## src/rtl/sg_slope_discriminator_if.sv

```systemverilog
// Sample stream carrying CIC output words into the slope discriminator.
//   tdata  : CIC output word, sample sits at a fixed bit offset inside it
//   tvalid : sample strobe; there is no tready, every strobed word is accepted
interface sg_slope_discriminator_if #(
  parameter int unsigned AXIS_TDATA_WIDTH = 32
);
  logic [AXIS_TDATA_WIDTH-1:0] tdata;
  logic                        tvalid;

  modport master (output tdata, output tvalid);
  modport slave  (input  tdata, input  tvalid);
endinterface

```

## src/rtl/sg_slope_discriminator.sv

```systemverilog
// Savitzky-Golay first-derivative filter followed by a Schmitt-trigger slope
// discriminator with warm-up gating, post-transition hold-off and
// peak/valley pulses.
//   clk, rst        : clock and synchronous active-high reset
//   S_AXIS_IN       : sample stream (tdata/tvalid), always accepted
//   lower_thr       : gradient <= lower_thr drives the state to 1
//   upper_thr       : gradient >  upper_thr drives the state to 0
//   holdoff_cycles  : clocks a new transition stays blocked after a change
//   gradient_out    : unnormalised SG gradient, gradient_valid strobes it
//   diff_state_out  : 1 = negative/flat slope
//   peak_pulse      : one clock on a 0->1 state change
//   valley_pulse    : one clock on a 1->0 state change
module sg_slope_discriminator #(
  parameter int unsigned ADC_WIDTH        = 16,
  parameter int unsigned START_BIT        = 5,
  parameter int unsigned AXIS_TDATA_WIDTH = 32,
  parameter int unsigned HALF_WIN         = 2,
  parameter int unsigned ACC_WIDTH        = 24,
  parameter int unsigned HOLDOFF_WIDTH    = 16
) (
  input  logic                        clk,
  input  logic                        rst,
  sg_slope_discriminator_if.slave     S_AXIS_IN,
  input  logic signed [ACC_WIDTH-1:0] lower_thr,
  input  logic signed [ACC_WIDTH-1:0] upper_thr,
  input  logic [HOLDOFF_WIDTH-1:0]    holdoff_cycles,
  output logic signed [ACC_WIDTH-1:0] gradient_out,
  output logic                        gradient_valid,
  output logic                        diff_state_out,
  output logic                        peak_pulse,
  output logic                        valley_pulse
);

  localparam int unsigned WIN       = 2 * HALF_WIN + 1;
  localparam int unsigned IDX_WIDTH = $clog2(WIN);
  localparam int unsigned CNT_WIDTH = $clog2(WIN + 1);
  localparam int unsigned MIN_ACC   = ADC_WIDTH + $clog2(HALF_WIN * (HALF_WIN + 1)) + 1;

  // Elaboration-time parameter sanity checks
  if (HALF_WIN < 1 || HALF_WIN > 4) begin : g_bad_half_win
    $error("HALF_WIN must be in 1..4");
  end
  if (ACC_WIDTH < MIN_ACC) begin : g_bad_acc_width
    $error("ACC_WIDTH too narrow for the gradient of this window");
  end
  if (START_BIT + ADC_WIDTH > AXIS_TDATA_WIDTH) begin : g_bad_slice
    $error("sample slice exceeds tdata");
  end

  typedef enum logic {
    ST_RISING  = 1'b0,
    ST_FALLING = 1'b1
  } slope_e;

  logic [AXIS_TDATA_WIDTH-1:0] tdata;
  logic                        tvalid;
  logic [ADC_WIDTH-1:0]        raw;
  logic signed [ACC_WIDTH-1:0] sample;
  logic signed [ACC_WIDTH-1:0] taps [WIN];
  logic [CNT_WIDTH-1:0]        warm_cnt;
  logic                        acc_q;
  logic signed [ACC_WIDTH-1:0] grad_sum;

  slope_e                      state_q, state_d, target;
  logic [HOLDOFF_WIDTH-1:0]    hold_q, hold_d;
  logic                        peak_d, valley_d;

  assign tdata  = S_AXIS_IN.tdata;
  assign tvalid = S_AXIS_IN.tvalid;

  // Sign-extend the embedded sample before any arithmetic
  assign raw    = tdata[START_BIT +: ADC_WIDTH];
  assign sample = {{(ACC_WIDTH - ADC_WIDTH){raw[ADC_WIDTH-1]}}, raw};

  // Tap delay line, warm-up counter and accepted-sample flag
  always_ff @(posedge clk) begin
    if (rst) begin
      for (int i = 0; i < int'(WIN); i++) taps[IDX_WIDTH'(i)] <= '0;
      warm_cnt <= '0;
      acc_q    <= 1'b0;
    end else begin
      acc_q <= tvalid;
      if (tvalid) begin
        taps[0] <= sample;
        for (int i = 1; i < int'(WIN); i++) taps[IDX_WIDTH'(i)] <= taps[IDX_WIDTH'(i - 1)];
        if (warm_cnt != CNT_WIDTH'(WIN)) warm_cnt <= warm_cnt + CNT_WIDTH'(1);
      end
    end
  end

  // Antisymmetric SG kernel: sum k*(newer - older) around the centre tap
  always_comb begin
    grad_sum = '0;
    for (int k = 1; k <= int'(HALF_WIN); k++) begin
      grad_sum = grad_sum + ACC_WIDTH'(k) *
                 (taps[IDX_WIDTH'(int'(HALF_WIN) - k)] - taps[IDX_WIDTH'(int'(HALF_WIN) + k)]);
    end
  end

  // Gradient register; the strobe is withheld until the window is full
  always_ff @(posedge clk) begin
    if (rst) begin
      gradient_out   <= '0;
      gradient_valid <= 1'b0;
    end else begin
      gradient_valid <= acc_q && (warm_cnt == CNT_WIDTH'(WIN));
      if (acc_q) gradient_out <= grad_sum;
    end
  end

  // Discriminator state, hold-off counter and pulse registers
  always_ff @(posedge clk) begin
    if (rst) begin
      state_q      <= ST_RISING;
      hold_q       <= '0;
      peak_pulse   <= 1'b0;
      valley_pulse <= 1'b0;
    end else begin
      state_q      <= state_d;
      hold_q       <= hold_d;
      peak_pulse   <= peak_d;
      valley_pulse <= valley_d;
    end
  end

  // Schmitt decision; the lower threshold wins when the thresholds overlap
  always_comb begin
    state_d  = state_q;
    hold_d   = (hold_q != '0) ? hold_q - HOLDOFF_WIDTH'(1) : '0;
    peak_d   = 1'b0;
    valley_d = 1'b0;
    target   = state_q;
    if (gradient_out <= lower_thr)      target = ST_FALLING;
    else if (gradient_out > upper_thr)  target = ST_RISING;
    if (gradient_valid && (hold_q == '0) && (target != state_q)) begin
      state_d  = target;
      hold_d   = holdoff_cycles;
      peak_d   = (target == ST_FALLING);
      valley_d = (target == ST_RISING);
    end
  end

  assign diff_state_out = (state_q == ST_FALLING);

endmodule

```

## src/flat_wrapper.sv

```systemverilog
// flat-port wrapper written by rule: the top's interface ports become plain ports
module sg_slope_discriminator_flat 
#(
  parameter int unsigned ADC_WIDTH        = 16,
  parameter int unsigned START_BIT        = 5,
  parameter int unsigned AXIS_TDATA_WIDTH = 32,
  parameter int unsigned HALF_WIN         = 2,
  parameter int unsigned ACC_WIDTH        = 24,
  parameter int unsigned HOLDOFF_WIDTH    = 16
)
  (clk, rst, lower_thr, upper_thr, holdoff_cycles, gradient_out, gradient_valid, diff_state_out, peak_pulse, valley_pulse, S_AXIS_IN_tdata, S_AXIS_IN_tvalid);
  sg_slope_discriminator_if #(.AXIS_TDATA_WIDTH(AXIS_TDATA_WIDTH)) S_AXIS_IN_i ();
  input  logic clk;
  input  logic rst;
  input  logic signed [ACC_WIDTH-1:0] lower_thr;
  input  logic signed [ACC_WIDTH-1:0] upper_thr;
  input  logic [HOLDOFF_WIDTH-1:0] holdoff_cycles;
  output logic signed [ACC_WIDTH-1:0] gradient_out;
  output logic gradient_valid;
  output logic diff_state_out;
  output logic peak_pulse;
  output logic valley_pulse;
  input wire logic [$bits(S_AXIS_IN_i.tdata)-1:0] S_AXIS_IN_tdata;
  input wire logic [$bits(S_AXIS_IN_i.tvalid)-1:0] S_AXIS_IN_tvalid;
  assign S_AXIS_IN_i.tdata = S_AXIS_IN_tdata;
  assign S_AXIS_IN_i.tvalid = S_AXIS_IN_tvalid;
  sg_slope_discriminator #(.ADC_WIDTH(ADC_WIDTH), .START_BIT(START_BIT), .AXIS_TDATA_WIDTH(AXIS_TDATA_WIDTH), .HALF_WIN(HALF_WIN), .ACC_WIDTH(ACC_WIDTH), .HOLDOFF_WIDTH(HOLDOFF_WIDTH)) u_core (.clk(clk), .rst(rst), .S_AXIS_IN(S_AXIS_IN_i), .lower_thr(lower_thr), .upper_thr(upper_thr), .holdoff_cycles(holdoff_cycles), .gradient_out(gradient_out), .gradient_valid(gradient_valid), .diff_state_out(diff_state_out), .peak_pulse(peak_pulse), .valley_pulse(valley_pulse));
endmodule
```

## config.mk

```make
export PLATFORM = sky130hd
export DESIGN_NAME = sg_slope_discriminator_flat
export DESIGN_NICKNAME = d
export VERILOG_FILES = /design/src/rtl/sg_slope_discriminator_if.sv /design/src/rtl/sg_slope_discriminator.sv /design/src/flat_wrapper.sv
export SDC_FILE = /design/constraint.sdc
export NUM_CORES = 1
export LEC_CHECK = 0
export BUFFER_PORTS_ARGS = -buffer_cell sky130_fd_sc_hd__buf_2
export CAP_MARGIN = 20
export CORE_UTILIZATION = 60
export DETAILED_ROUTE_END_ITERATION = 16
export PLACE_DENSITY = 0.94
export SYNTH_ARGS = -nofsm -noshare
export SYNTH_HDL_FRONTEND = slang
export SYNTH_SLANG_ARGS = --single-unit
```

## constraint.sdc

```tcl
create_clock -name clk -period 12.8 [get_ports clk]
set_input_delay 0.64 -clock clk [delete_from_list [all_inputs] [get_ports clk]]
set_output_delay 0.64 -clock clk [all_outputs]
set_load 0.02 [all_outputs]
```

==> results.json <==
{
  "htreeDepth": 4,
  "drv_cap": 0,
  "globalRoute.totalOverflow": 0,
  "report.final.hold_viol_count": 0,
  "dr.pass1.iters": 6,
  "core-area_um2": 14600,
  "async_reset_ff_frac": 0,
  "synthFlopType": "edfxtp_1",
  "ys_warn_count": 0,
  "crit_chain": "ha_1 > nor2b_1 > o21ai_0 > a21boi_1 > o211ai_1 > a21oi_1 > a2111oi_2 > nor2_1 > o311ai_0 > fa_1 > ha_1 > and4_1 > and2_1 > a22oi_1 > nand2_1 > o21a_1 > a21oi_1 > xor2_1 > o22ai_1",
  "worstSkewPairLatency_ps": 420,
  "slew_headroom": 0.298,
  "die_y_um": 125,
  "final.min_clock_period_ps": 5050,
  "grt.total_usage": 0.258,
  "rsz0062_at_grt": "no",
  "viasPerCell": 5.84,
  "slew_viol_final": 0,
  "cts_tree": "yes",
  "synth_seq_cells": 128,
  "reg2reg_from": "u_core.taps[0][1]",
  "powerDensity_nw_per_um2": 181,
  "status": "finished, final reports clean",
  "ir_worst_vdd_uv": 136,
  "wl_per_cell_um": 16.1,
  "postCtsSetupBuffers": 0,
  "start_util": 0.619,
  "die_w_um": 125,
  "crit_type": "flop to flop",
  "dpl_worst_slack_ps": 7840,
  "worst_pin_slew_ps": 1050,
  "synth_fp_nets": 1130,
  "grt_max_degree": 82,
  "clkTransAtPathRegs_ps": 60,
  "grt_pass1_wl_um": 32300,
  "slowest_delay_ps": 490,
  "first_iter_violations": 545,
  "cp.arrival_ps": 5320,
  "dieArea_um2": 15500,
  "crit_path_start_kind": "flop",
  "cts_resized": 0,
  "end_kind": "flop",
  "clockBufferDepth": 2,
  "period_share": 0.395,
  "synth_area_per_cell_um2": 9.84,
  "setup_viol": 0,
  "ys_seq_area_frac": 0.373,
  "finalSetupTns_ps": 0,
  "timing.fmax_mhz": 198,
  "fp-row-count": 44,
  "postCtsHoldBufs": 0,
  "antenna_cells": 0,
  "crit_slowest_cell": "fa_1",
  "grt_antenna_before_repair": 0,
  "num_vias": 7089,
  "nNetsFinal": 1231,
  "ant_nets": 0,
  "synth_edf_count": 80,
  "final_cell_area_um2": 10200,
  "startpoint": "u_core.taps[0][1]",
  "syn-cell-area_um2": 9030,
  "yosysTopAreaCell": "edfxtp_1",
  "leakagePower_nw": 4.71,
  "ios": 127,
  "cts_root_buf": "clkbuf_16",
  "drcViolationCount": 0,
  "crit_required_ps": 13060,
  "detailed_place_hpwl_um": 14200,
  "grt_pass1_vias": 6736,
  "synth_cells": 917,
  "io_buffers": 110,
  "syn_to_final_growth_pct": 13.1,
  "hp-start": "S_AXIS_IN_tdata[10]",
  "synth_area_leaders": "edfxtp_1, ha_1, dfxtp_1",
  "synth_top_area_share": 0.266,
  "wl_um": 19500,
  "fin_skew_ps": 8.90,
  "synthDistinctLibCells": 74,
  "cts_sinks": 128,
  "cts_made_buffers": 17,
  "worstHoldPathType": "primary input to flop",
  "drive_gt1_frac": 0.165,
  "globalplace.congestion": 0.847,
  "setup_ws_ps": 7750,
  "place_area_um2": 9680,
  "worstPathMaxFanout": 5
}
[synth_stat cells (3+ instances only)]
cell      instances
o21ai_0          25
a21o_1           22
fa_1             24
a211o_1           3
nor2b_1          12
o21ai_1           4
o211ai_1          6
a31oi_1          17
a21oi_1          43
o31ai_1           7
ha_1             90
or2_2             3
clkbuf_1         15
xnor2_1          32
dfxtp_1          48
o21ai_2           9
or3_1             9
o221ai_1          3
xor2_1           11
buf_1             6
a21boi_0          3
nand2_1          24
and2_1           83
o22ai_1           5
buf_2             4
inv_1           102
nand3_1          26
nor4_1            5
buf_6             4
edfxtp_1         80
and3_1           23
nand4_1          11
nand2b_1          7
mux2i_1          16
nor4_2            3
nor3_1           15
o21a_1           13
nor2_1           57
o21bai_1          3
a211oi_1          5
[metrics by stage]
step | hold WS [ps] | utilization | total power, mW | instances
after floorplan | 433 | - | 1.20 | 917
after global placement | 468 | 0.663 | 1.35 | 1182
after detailed placement | 480 | 0.663 | 1.39 | 1183
after CTS | 476 | 0.700 | 1.84 | 1214
after global routing | 488 | 0.700 | 1.97 | 1214
final | 488 | 0.700 | 1.85 | 1214
[power by group]
group | switching, mW | leakage (nW) | internal (mW)
registers | 0.0653 | 1.28 | 0.498
clock network | 0.176 | 0.241 | 0.262
logic | 0.479 | 3.20 | 0.366
[cell families (layout without fill, tap and decap cells)]
kind of cell | Yosys count | in the layout | synth area share
AO/OA/AOI/OAI | 189 | 189 | 0.145
XOR/XNOR | 44 | 44 | 0.0435
adder cells (fa/ha/maj) | 114 | 114 | 0.178
buffers and inverters | 133 | 246 | 0.0609
flip-flops | 128 | 128 | 0.373
multiplexers | 16 | 16 | 0.0177
AND/OR/NAND/NOR | 293 | 293 | 0.182
[cell type report]
class,count,area (um^2)
multi-input combinational,656,5120
fill,993,4380
sequential,128,3360
timing repair buffer,113,577
clock buffer,19,433
inverter,102,383
tap,184,230
clock inverter,12,96.3
[per-layer routing]
metal  routed length (um)  up-vias  GRT usage
met2                 9220      270      0.419
li1                     -     3459          -
met5                    0        -          0
met1                 8620     3317      0.338
met3                 1160       43     0.0481
met4                  515        0      0.106
[worst paths after layout]
kind / slack, ps / endpoint / cells after the start
max: 7750 / u_core.gradient_out[21] / 19
min: 490 / u_core.taps[0][5] / 2
max reg2reg: 7750 / u_core.gradient_out[21] / 19
min reg2reg: 490 / u_core.gradient_valid / 2
[worst max-delay path, delay by kind of cell (launching register included)]
family | cells | cell delay [ps]
fa+ha+maj | 3 | 1180
flops | 1 | 420
simple gates | 5 | 720
compound gates | 10 | 2370
xor+xnor | 1 | 230
[state kept, by name, summed over array words and instances, names as in the netlist]
signal                 count
u_core.gradient_out       24
u_core.warm_cnt            3
u_core.peak_pulse          1
u_core.hold_q             16
u_core.gradient_valid      1
u_core.acc_q               1
u_core.valley_pulse        1
u_core.diff_state_out      1
u_core.taps               80
[placed cells by master (no fill, tap or decap), types with 3 or more instances in the layout]
cell / count
a211o_1: 3
a211oi_1: 5
a21boi_0: 3
a21o_1: 22
a21oi_1: 43
a31oi_1: 17
and2_1: 83
and3_1: 23
buf_2: 110
clkbuf_16: 17
clkinv_1: 4
clkinvlp_4: 5
dfxtp_1: 48
edfxtp_1: 80
fa_1: 24
ha_1: 90
inv_1: 102
mux2i_1: 16
nand2_1: 24
nand2b_1: 7
nand3_1: 26
nand4_1: 11
nor2_1: 57
nor2b_1: 11
nor3_1: 15
nor4_1: 5
nor4_2: 3
o211ai_1: 6
o21a_1: 13
o21ai_0: 25
o21ai_1: 4
o21ai_2: 9
o21bai_1: 3
o221ai_1: 3
o22ai_1: 5
o31ai_1: 7
or3_1: 9
xnor2_1: 32
xor2_1: 11
(Power assumes the default switching activity.)
